### src/rtl/adder_bist_ctrl_pkg.sv
`default_nettype none
// ============================================================================
// Module   : adder_bist_pkg
// Brief    : Shared types and constants for the 16-bit adder self-test
//            controller: FSM states, LFSR geometry and the directed vectors.
// Revision : 1.0 - initial release
// ============================================================================
package adder_bist_pkg;

    // Controller states
    typedef enum logic [1:0] {
        ST_IDLE  = 2'd0,
        ST_RUN   = 2'd1,
        ST_DRAIN = 2'd2,
        ST_DONE  = 2'd3
    } bist_state_t;

    // LFSR geometry: x^33 + x^20 + 1
    localparam int c_lfsr_w      = 33;
    localparam int c_lfsr_tap_hi = 33;
    localparam int c_lfsr_tap_lo = 20;

    // One stimulus vector for the adder under test
    typedef struct packed {
        logic [15:0] a;
        logic [15:0] b;
        logic        cin;
    } bist_vec_t;

    // Directed corner vectors issued at the start of every run
    localparam bist_vec_t c_dir_v0 = '{a: 16'h0000, b: 16'h0000, cin: 1'b0};
    localparam bist_vec_t c_dir_v1 = '{a: 16'hFFFF, b: 16'h0001, cin: 1'b0};
    localparam bist_vec_t c_dir_v2 = '{a: 16'hFFFF, b: 16'hFFFF, cin: 1'b1};
    localparam bist_vec_t c_dir_v3 = '{a: 16'hAAAA, b: 16'h5555, cin: 1'b1};

    function automatic bist_vec_t dir_vec(input logic [1:0] idx);
        bist_vec_t v;
        v = c_dir_v0;
        case (idx)
            2'd1:    v = c_dir_v1;
            2'd2:    v = c_dir_v2;
            2'd3:    v = c_dir_v3;
            default: v = c_dir_v0;
        endcase
        return v;
    endfunction

    // Pseudo-random vector: low half -> a, high half -> b, MSB -> cin
    function automatic bist_vec_t lfsr_vec(input logic [c_lfsr_w-1:0] q);
        bist_vec_t v;
        v.a   = q[15:0];
        v.b   = q[31:16];
        v.cin = q[32];
        return v;
    endfunction

endpackage
`default_nettype wire

### src/rtl/adder_bist_ctrl_lfsr.sv
`default_nettype none
// ============================================================================
// Module   : bist_lfsr
// Brief    : 33-bit Fibonacci LFSR (x^33 + x^20 + 1) with synchronous seed
//            load and step enable; supplies pseudo-random adder operands.
// Revision : 1.0 - initial release
// ============================================================================
module bist_lfsr
    import adder_bist_pkg::*;
#(
    parameter logic [c_lfsr_w-1:0] SEED = 33'h1_2345_6789
) (
    input  logic                clk,
    input  logic                rst_n,
    input  logic                load,
    input  logic                step,
    output logic [c_lfsr_w-1:0] q
);

    logic w_fb;

    assign w_fb = q[c_lfsr_tap_hi-1] ^ q[c_lfsr_tap_lo-1];

    // Load has priority so a new run always starts from the seed
    always_ff @(posedge clk or negedge rst_n) begin
        if (!rst_n) begin
            q <= SEED;
        end else if (load) begin
            q <= SEED;
        end else if (step) begin
            q <= {q[c_lfsr_w-2:0], w_fb};
        end
    end

endmodule
`default_nettype wire

### src/rtl/adder_bist_ctrl.sv
`default_nettype none
// ============================================================================
// Module   : adder_bist_ctrl
// Brief    : Self-test controller for 16-bit adders. Issues 4 directed plus
//            LFSR vectors, compares the returned sum against a golden value
//            delayed by the adder latency, and reports errors and a verdict.
//            Optional macro ADDER_BIST_FAIL_CAPTURE_EN adds first-failure
//            capture outputs.
// Revision : 1.0 - initial release
// ============================================================================
module adder_bist_ctrl
    import adder_bist_pkg::*;
#(
    parameter int                  NUM_VECTORS = 1024,
    parameter int                  LAT         = 0,
    parameter logic [c_lfsr_w-1:0] SEED        = 33'h1_2345_6789
) (
    input  logic        clk,
    input  logic        rst_n,
    input  logic        start,
    output logic [15:0] a,
    output logic [15:0] b,
    output logic        cin,
    input  logic [15:0] s,
    input  logic        cout,
    output logic        busy,
    output logic        done,
    output logic        pass,
    output logic [15:0] err_count,
    output logic [15:0] vec_count
`ifdef ADDER_BIST_FAIL_CAPTURE_EN
    ,
    output logic [15:0] fail_a,
    output logic [15:0] fail_b,
    output logic        fail_cin,
    output logic [16:0] fail_sum,
    output logic        fail_valid
`endif
);

    localparam logic [15:0] c_num_vec    = 16'(NUM_VECTORS);
    // DRAIN lasts max(LAT,1) cycles; the counter holds the remaining count minus one
    localparam logic [15:0] c_drain_last = 16'(((LAT > 0) ? LAT : 1) - 1);

    bist_state_t         r_state;
    logic                r_issue_done;
    logic [15:0]         r_drain_cnt;

    logic [c_lfsr_w-1:0] w_lfsr_q;
    logic                w_entry;
    logic                w_issue;
    logic                w_prn;
    logic [15:0]         w_idx;
    bist_vec_t           w_vec;
    logic [16:0]         w_golden;

    logic [LAT:0]        r_exp_vld;
    logic [LAT:0][16:0]  r_exp_sum;
    logic                r_cmp_vld;
    logic [16:0]         r_cmp_exp;
    logic [16:0]         r_cmp_got;
    logic                w_mismatch;

    // A run starts from IDLE or DONE; start is ignored while busy
    assign w_entry  = ((r_state == ST_IDLE) || (r_state == ST_DONE)) && start;
    assign w_issue  = w_entry ||
                      ((r_state == ST_RUN) && !r_issue_done && (vec_count != c_num_vec));
    assign w_idx    = w_entry ? 16'd0 : vec_count;
    assign w_prn    = w_issue && (w_idx >= 16'd4);
    assign w_vec    = w_prn ? lfsr_vec(w_lfsr_q) : dir_vec(w_idx[1:0]);
    assign w_golden = {1'b0, w_vec.a} + {1'b0, w_vec.b} + {16'd0, w_vec.cin};

    bist_lfsr #(
        .SEED (SEED)
    ) u_lfsr (
        .clk   (clk),
        .rst_n (rst_n),
        .load  (w_entry),
        .step  (w_prn),
        .q     (w_lfsr_q)
    );

    // Run sequencing: RUN issues the vectors plus one settle cycle, DRAIN
    // waits out the adder latency, DONE holds the verdict
    always_ff @(posedge clk or negedge rst_n) begin
        if (!rst_n) begin
            r_state      <= ST_IDLE;
            r_issue_done <= 1'b0;
            r_drain_cnt  <= 16'd0;
            busy         <= 1'b0;
            done         <= 1'b0;
            a            <= 16'd0;
            b            <= 16'd0;
            cin          <= 1'b0;
            vec_count    <= 16'd0;
        end else begin
            if (w_issue) begin
                a   <= w_vec.a;
                b   <= w_vec.b;
                cin <= w_vec.cin;
            end
            case (r_state)
                ST_IDLE, ST_DONE: begin
                    if (start) begin
                        r_state      <= ST_RUN;
                        r_issue_done <= 1'b0;
                        busy         <= 1'b1;
                        done         <= 1'b0;
                        vec_count    <= 16'd1;
                    end
                end
                ST_RUN: begin
                    if (r_issue_done) begin
                        r_state     <= ST_DRAIN;
                        r_drain_cnt <= c_drain_last;
                    end else if (vec_count == c_num_vec) begin
                        r_issue_done <= 1'b1;
                    end else begin
                        vec_count <= vec_count + 16'd1;
                    end
                end
                ST_DRAIN: begin
                    if (r_drain_cnt == 16'd0) begin
                        r_state <= ST_DONE;
                        busy    <= 1'b0;
                        done    <= 1'b1;
                    end else begin
                        r_drain_cnt <= r_drain_cnt - 16'd1;
                    end
                end
                default: begin
                    r_state <= ST_IDLE;
                end
            endcase
        end
    end

    // Golden sums ride alongside the adder pipeline; the tail is paired with
    // the registered adder response
    always_ff @(posedge clk or negedge rst_n) begin
        if (!rst_n) begin
            r_exp_vld <= '0;
            r_exp_sum <= '0;
            r_cmp_vld <= 1'b0;
            r_cmp_exp <= 17'd0;
            r_cmp_got <= 17'd0;
        end else begin
            r_exp_vld[0] <= w_issue;
            r_exp_sum[0] <= w_golden;
            for (int i = 1; i <= LAT; i++) begin
                r_exp_vld[i] <= r_exp_vld[i-1];
                r_exp_sum[i] <= r_exp_sum[i-1];
            end
            r_cmp_vld <= r_exp_vld[LAT];
            r_cmp_exp <= r_exp_sum[LAT];
            r_cmp_got <= {cout, s};
        end
    end

    assign w_mismatch = r_cmp_vld && (r_cmp_got != r_cmp_exp);

    // Saturating mismatch counter, cleared at the start of each run
    always_ff @(posedge clk or negedge rst_n) begin
        if (!rst_n) begin
            err_count <= 16'd0;
        end else if (w_entry) begin
            err_count <= 16'd0;
        end else if (w_mismatch && (err_count != 16'hFFFF)) begin
            err_count <= err_count + 16'd1;
        end
    end

    assign pass = done && (err_count == 16'd0);

`ifdef ADDER_BIST_FAIL_CAPTURE_EN
    bist_vec_t [LAT:0] r_exp_vec;
    bist_vec_t         r_cmp_vec;

    // Operands follow the golden sum so the failing vector can be reported
    always_ff @(posedge clk or negedge rst_n) begin
        if (!rst_n) begin
            r_exp_vec <= '0;
            r_cmp_vec <= '0;
        end else begin
            r_exp_vec[0] <= w_vec;
            for (int i = 1; i <= LAT; i++) begin
                r_exp_vec[i] <= r_exp_vec[i-1];
            end
            r_cmp_vec <= r_exp_vec[LAT];
        end
    end

    // Latch only the first mismatch of a run
    always_ff @(posedge clk or negedge rst_n) begin
        if (!rst_n) begin
            fail_a     <= 16'd0;
            fail_b     <= 16'd0;
            fail_cin   <= 1'b0;
            fail_sum   <= 17'd0;
            fail_valid <= 1'b0;
        end else if (w_entry) begin
            fail_a     <= 16'd0;
            fail_b     <= 16'd0;
            fail_cin   <= 1'b0;
            fail_sum   <= 17'd0;
            fail_valid <= 1'b0;
        end else if (w_mismatch && !fail_valid) begin
            fail_a     <= r_cmp_vec.a;
            fail_b     <= r_cmp_vec.b;
            fail_cin   <= r_cmp_vec.cin;
            fail_sum   <= r_cmp_got;
            fail_valid <= 1'b1;
        end
    end
`endif

endmodule
`default_nettype wire

### config.mk
export PLATFORM = sky130hd
export DESIGN_NAME = adder_bist_ctrl
export DESIGN_NICKNAME = d
export VERILOG_FILES = /design/src/rtl/adder_bist_ctrl_pkg.sv /design/src/rtl/adder_bist_ctrl_lfsr.sv /design/src/rtl/adder_bist_ctrl.sv
export SDC_FILE = /design/constraint.sdc
export NUM_CORES = 1
export LEC_CHECK = 0
export ABC_CLOCK_PERIOD_IN_PS = 5220
export CORE_UTILIZATION = 57
export DETAILED_ROUTE_END_ITERATION = 8
export GPL_TIMING_DRIVEN = 0
export PLACE_DENSITY = 0.8
export SYNTH_ARGS = -nofsm -noshare
export SYNTH_HDL_FRONTEND = slang
export SYNTH_HIERARCHICAL = 1
export SYNTH_SLANG_ARGS = --single-unit
export TNS_END_PERCENT = 5
### constraint.sdc
create_clock -name clk -period 5.22 [get_ports clk]
set_clock_uncertainty 0.1 [all_clocks]
set_input_delay 0.522 -clock clk [delete_from_list [all_inputs] [get_ports clk]]
set_output_delay 0.522 -clock clk [all_outputs]
set_load 0.01 [all_outputs]
==> key figures, run 1 <==
Synth
  • Syn Std Cell Area: 8250 sq um
  • Post-synth top cells: dfrtp_1, nor2_1, mux2i_1, nand2_1, a21o_1
  • Syn Nets: 786
  • Cell count after synthesis: 738
  • Post-synthesis simple-gate area fraction: 13.4%
  • Post-synthesis async set-or-reset flop share: 100%
  • Count leader, synth: dfrtp_1
  • Synthesized flop and latch total: 172
  • Synth area leader: dfrtp_1
  • Proportion of netlist area held by the largest area contributor: between 40 and 50%
  • Post-synth EDFFs: 0
  • Syn_area_per_cell: 11.2 sq um
  • Post-Synth Adder-Cell Area: 4.43%
  • Main combinational cell family by area after synthesis: simple AND/OR/NAND/NOR gates
  • Synth cell types: 64
  • Yosys warns: 6
  • Dominant synthesized flop cell: dfrtp_1
  • Post-synthesis compound-gate area fraction: roughly 10%
  • Register area share after synthesis: approximately 52%
  • Multiplexer share of the synthesized area: 9.21%
  • Synth Area in XOR/XNOR: 6.69%
  • Top cells by area, synth: dfrtp_1, mux2i_1, dfstp_2

Cells and area
  • Fin util: 71.2%
  • Final nets: 893
  • Synth-to-Final Area Change: 20.7%
  • # diodes: 0
  • Layout cells sized above 1: between 10% and 20%

Pwr
  • Maximum VDD drop: 375 uV
  • Lkg Pwr: 4.54 nW
  • PwrDens: ~650 nW/um^2

Global route
  • Vias in the first global route: 5,935
  • Grt total ovfl: 0
  • Antenna violations before repair: 0
  • GRT Resource Usage Total: 25.8%
  • Largest net degree at the start of global routing: 110
  • First-pass GRT wire length: just under 30 mm

Setup path
  • Worst setup EP type: flip-flop
  • Kind of critical path: flip-flop to flip-flop
  • Crit path launch: r_state[0]
  • CP Data Arrival Time: 4.98 ns
  • WP data required: 5.46 ns
  • Crit-path cells: inv_1, ha_1, clkbuf_1, nand2_1, nand2_1, inv_1, ha_1, nor2b_1, buf_2, a21oi_1, inv_1, ha_1, a211o_1, a211oi_1, nor2_1, a32oi_1, a311o_1, xnor2_1
  • Critical-path maximum fanout: 10
  • Critical-path top delay cell: a21oi_1
  • Crit start category: flip-flop
  • R2r startpoint: r_state[0]
  • Max incr delay on CP: 0.44 ns

Drt
  • Post-Route WL: 18.6 mm
  • Residual DRC: 0
  • WL met3: 915 um
  • First drt pass iteration count: 5
  • Vias per cell: 5.79
  • WL met1: 8.30 mm
  • Vias: 6,010
  • DR top layer: met4
  • Met2 Wirelength: 8.90 mm
  • Final ANT Viol Nets: 0
  • DRT iter0 DRCs: 554
  • WL/cell: 17.9 um

Floorplanning
  • Effective utilization at floorplan: 59.0%
  • Die height: ~120 um
  • DIE AREA: 15,000 sq um
  • Core Rows: 43
  • IO Pins: 88
  • Area of the core: 14,000 sq um
  • Die X: between 100 and 150 um

Timing
  • Max-slew headroom: 37.9%
  • Min Tclk post-route: 4.74 ns
  • Max Slew Vio Count: 0
  • Fin Hold WS: 0.250 ns
  • Hold Vio Cnt, Final: 0
  • RSZ-0062 raised after global routing: false
  • Period utilization: 90.8%
  • Worst-Margin Slew: 0.925 ns
  • Peak Freq: between 200 and 250 MHz
  • Final Setup Violations: 0

Clock network
  • Hold-fix buffers, CTS: 1
  • TritonCTS Buffers: 17
  • Reg clk slew, reported paths: around 0.06 ns
  • Setup Buffers After CTS: 0
  • Cts repair resizes: 0
  • Worst-skew pair later-pin latency: between 0.4 and 0.5 ns
  • Number of clock sinks: 172
  • Clock tree buffer depth: 2
  • CTS tree: done
  • Clock root buffer: clkbuf_16
  • H-tree depth: 4

Flow run
  • Max_cap viols: 0

Run status
  • Outcome: completed

Min path
  • Worst hold path class: flip-flop to flip-flop
  • Hold_sp: r_exp_vld

Placed design
  • Final GP Congestion: 0.919
  • Detailed Place HPWL: ~13 mm
  • Port buffer count: 86
==> kinds of logic after synthesis <==
family	count (synthesis)
flip-flops	172
adder cells (fa/ha/maj)	28
XOR/XNOR	63
multiplexers	72
AO/OA/AOI/OAI	126
buffers and inverters	55
AND/OR/NAND/NOR	222
==> state kept, by name (all words and copies together), names as in the netlist <==
name,count
vec_count,16
done,1
a,16
r_cmp_got,17
b,16
err_count,16
busy,1
r_cmp_vld,1
r_drain_cnt,16
cin,1
r_exp_vld,1
u_lfsr/q,33
r_issue_done,1
r_cmp_exp,17
r_state,2
r_exp_sum,17
==> through the flow <==
step	instance area (sq um)	total power [mW]	setup WS (ns)	TNS [ns]	std cells
final	9950	6.43	0.479	0	1038
after global routing	9950	6.81	0.244	0	1038
after CTS	9950	6.42	0.518	0	1038
after detailed placement	9370	5.14	0.627	0	1005
after global placement	9340	4.99	-3.02	-487.69	1004
after floorplan	8250	4.16	1.45	0	738
==> placed cells by master, fill, tap and decap left out, drive strengths merged, types with 4 or more instances in the layout <==
master,synthesis,layout
clkbuf,11,29
a21o,40,40
inv,23,25
nand2b,6,6
o21a,4,4
nand3,17,17
nand4,16,16
nand2,41,41
nor3,11,11
o21ai,15,15
and2,5,5
ha,26,26
or3,5,5
nor2,82,82
xnor2,39,39
and4,7,7
nor4,8,8
mux2i,41,41
buf,20,22
a31oi,5,5
xor2,24,24
a21oi,34,34
dfstp,15,15
and3,6,6
mux2,31,31
clkdlybuf4s50,0,85
nor2b,6,6
dfrtp,157,157
clkinv,1,8
==> worst max-delay path, delay by kind of cell (launching register included) <==
family | cells | cell delay [ns]
XOR/XNOR | 1 | 0.14
adder cells (fa/ha/maj) | 3 | 0.79
flip-flops | 1 | 0.39
AO/OA/AOI/OAI | 5 | 1.58
buffers and inverters | 5 | 0.74
AND/OR/NAND/NOR | 4 | 0.89
==> where the power goes <==
| group | switching [mW] | total [mW] | internal (mW) |
|---|---|---|---|
| sequential | 0.288 | 2.08 | 1.79 |
| clock | 0.524 | 1.23 | 0.705 |
| combinational | 1.72 | 3.12 | 1.41 |
| total | 2.53 | 6.43 | 3.90 |
==> layout make-up <==
| cell class | instances | area [sq um] |
|---|---|---|
| Buffer | 31 | 196 |
| Clock buffer | 18 | 429 |
| Clock inverter | 14 | 146 |
| Fill cell | 973 | 4040 |
| Inverter | 24 | 90.1 |
| Multi-Input combinational cell | 511 | 3640 |
| Sequential cell | 172 | 4320 |
| Tap cell | 180 | 225 |
| Timing Repair Buffer | 88 | 903 |
==> routing by layer <==
metal	up-vias	global-route usage, %
met5	-	0
met4	0	10.2
met3	30	5.20
met2	198	41.6
met1	2982	34.2
li1	2800	-
==> path summary, 6_finish.rpt <==
| path | to | slack, ns | depth (start not counted) |
|---|---|---|---|
| min | r_cmp_vld | 0.25 | 0 |
| max reg2reg | r_exp_sum[15] | 0.48 | 18 |
| min in group asynchronous | err_count[12] | 0.51 | 2 |
| max | r_exp_sum[15] | 0.48 | 18 |
| max in group asynchronous | u_lfsr/q[22] | 3.62 | 3 |
| min reg2reg | r_cmp_vld | 0.25 | 0 |
No activity file was read; power rests on OpenSTA's default activity.
==> run 2, diff against run 1 <==
--- a/config.mk
+++ b/config.mk
@@ -6,6 +6,7 @@
 export NUM_CORES = 1
 export LEC_CHECK = 0
 export ABC_CLOCK_PERIOD_IN_PS = 5220
+export CORE_ASPECT_RATIO = 0.7
 export CORE_UTILIZATION = 57
 export DETAILED_ROUTE_END_ITERATION = 8
 export GPL_TIMING_DRIVEN = 0
==> key figures, run 2 (synthesis gave the netlist of run 1 again) <==
Clock network
  • Reg clk slew, reported paths: 0.07 ns
  • TritonCTS Buffers: 17
  • CTS tree: done
  • Number of clock sinks: 172
  • Setup Buffers After CTS: 0
  • H-tree depth: 4
  • Hold-fix buffers, CTS: 1
  • Clock tree buffer depth: 2
  • Cts repair resizes: 0
  • Worst-skew pair later-pin latency: 0.43 ns
  • Clock root buffer: clkbuf_16

Setup path
  • Worst setup EP type: flip-flop
  • Crit path capture: r_exp_sum[14]
  • Critical-path top delay cell: nor2_1
  • Kind of critical path: flip-flop to flip-flop
  • FF-to-FF path depth: 17
  • WP data required: 5.44 ns
  • Critical-path maximum fanout: 10
  • R2r startpoint: r_state[0]
  • Worst path top cell family by delay: compound AO/OA/AOI/OAI gates
  • CP Data Arrival Time: roughly 5.1 ns
  • Crit-path cells: inv_1, ha_1, clkbuf_1, nand2_1, o211a_1, clkbuf_1, nor2_1, a21o_1, fa_1, inv_1, fa_1, nor2b_1, o21ai_0, a21o_1, o21a_1, a31oi_1, xor2_1
  • Crit path buf inv count: 4
  • RR Endpoint: r_exp_sum[14]
  • Crit start category: flip-flop
  • Max incr delay on CP: 0.53 ns
  • WP depth: 17
  • Setup slack, reg-to-reg: 0.34 ns
  • Crit path launch: r_state[0]

Floorplanning
  • Core Rows: 36
  • IO Pins: 88
  • Die height: 103 um
  • Effective utilization at floorplan: 58.9%
  • Die X: 146 um
  • Area of the core: ~14,000 sq um
  • DIE AREA: 15,000 sq um

Drt
  • Final ANT Viol Nets: 0
  • WL/cell: roughly 19 um
  • Vias: roughly 6,100
  • Vias per cell: ~5.8
  • Post-Route WL: just under 20 mm
  • Residual DRC: 0
  • DRT iter0 DRCs: around 440
  • First drt pass iteration count: 5

Cells and area
  • Fin util: 71.5%
  • Commonest non-fill, non-tap cell in the layout: dfrtp_1
  • Filler cells: 954
  • Largest register FFs: 33
  • # diodes: 0
  • Seq. cell area: 4320 sq um
  • Final nets: 893
  • Synth-to-Final Area Change: 21.3%
  • Area of the multi-input gates: 3640 sq um
  • Most frequent cells in the layout: dfrtp_1, clkdlybuf4s50_1, nor2_1, nand2_1, mux2i_1
  • Most flops, register: u_lfsr/q
  • Layout cells sized above 1: 12.4%

Flow run
  • Max_cap viols: 0

Global route
  • GRT Resource Usage Total: 27.5%
  • First-pass GRT wire length: 31.6 mm
  • Grt total ovfl: 0
  • Antenna violations before repair: 0
  • Largest net degree at the start of global routing: 116
  • Vias in the first global route: about 6,000

Timing
  • Period utilization: 93.4%
  • Fin Hold WS: 0.240 ns
  • Min Tclk post-route: ~5 ns
  • RSZ-0062 raised after global routing: false
  • Max-slew headroom: 31.4%
  • Final Setup Violations: 0
  • Hold Vio Cnt, Final: 0
  • Worst-Margin Slew: 1.02 ns
  • Peak Freq: 205 MHz
  • Max Slew Vio Count: 0
  • Total negative slack: 0 ns

Pwr
  • Maximum VDD drop: 299 uV
  • Lkg Pwr: approximately 4.6 nW
  • PwrDens: 660 nW/um^2

Placed design
  • Detailed Place HPWL: about 14 mm
  • Final GP Congestion: 0.990
  • Port buffer count: 86

Run status
  • Outcome: completed

Min path
  • Worst hold path class: flip-flop to flip-flop
-- run 2: cell types whose count changed in the layout (fill, tap and decap cells not counted) --
cell | before | now
bufinv_16 | 2 | 4
clkinv_2 | 4 | 2
clkinvlp_4 | 3 | 1
inv_6 | 2 | 4
clkinv_4 | 3 | 2
-- run 2: final cells by class --
class,count,share of cell area (%)
flip-flops and latches,172,43.2
multi-input cells,511,36.4
repair buffers,88,9.02
clock buffers,18,4.29
well taps,190,2.38
plain buffers,31,1.96
clock inverters,13,1.90
inverters,24,0.900
-- run 2: how the worst min path moves through the flow --
stage	from	to	slack [ns]	cells past startpoint
6_report	r_exp_sum[3]	r_cmp_exp[3]	0.24	0
5_1_grt	r_exp_sum[5]	r_cmp_exp[5]	0.25	0
4_1_cts	r_exp_sum[3]	r_cmp_exp[3]	0.24	0
3_5_place_dp	r_exp_sum[7]	r_cmp_exp[7]	0.23	0
3_3_place_gp	r_exp_sum[8]	r_cmp_exp[8]	0.23	0
2_1_floorplan	rst_n	a[0]	0.13	0
-- run 2: report_power, final --
group          internal, mW  switching, mW
Combinational          1.41           1.78
Clock                 0.804          0.533
Sequential             1.79          0.293
Total                  4.01           2.61
-- run 2: worst reg2reg max path: stages, from the launching register on --
cell and delay, ns:
dfrtp_1 0.38, inv_1 0.07, ha_1 0.28, clkbuf_1 0.29
nand2_1 0.40, o211a_1 0.26, clkbuf_1 0.19, nor2_1 0.53
a21o_1 0.22, fa_1 0.30, inv_1 0.11, fa_1 0.42
nor2b_1 0.12, o21ai_0 0.12, a21o_1 0.24, o21a_1 0.23
a31oi_1 0.26, xor2_1 0.26
-- run 2: per-layer routing --
layer  global-route usage (%)  wire (um)  vias up
met5                        0          0        -
met4                     8.42        303        0
met3                     7.26       1370       29
met2                     43.2       8890      236
met1                     37.8       8980     3018
li1                         -          -     2801
-- run 2: per-stage QoR --
step	worst slack, ns	cells	total power, mW	cell area, sq um
after floorplan	1.45	738	4.16	8250
after detailed placement	0.462	1015	5.19	9380
after global placement	-2.96	1014	5.03	9350
final	0.345	1047	6.61	10000
after global routing	0.0368	1047	6.98	10000
after CTS	0.373	1047	6.58	10000
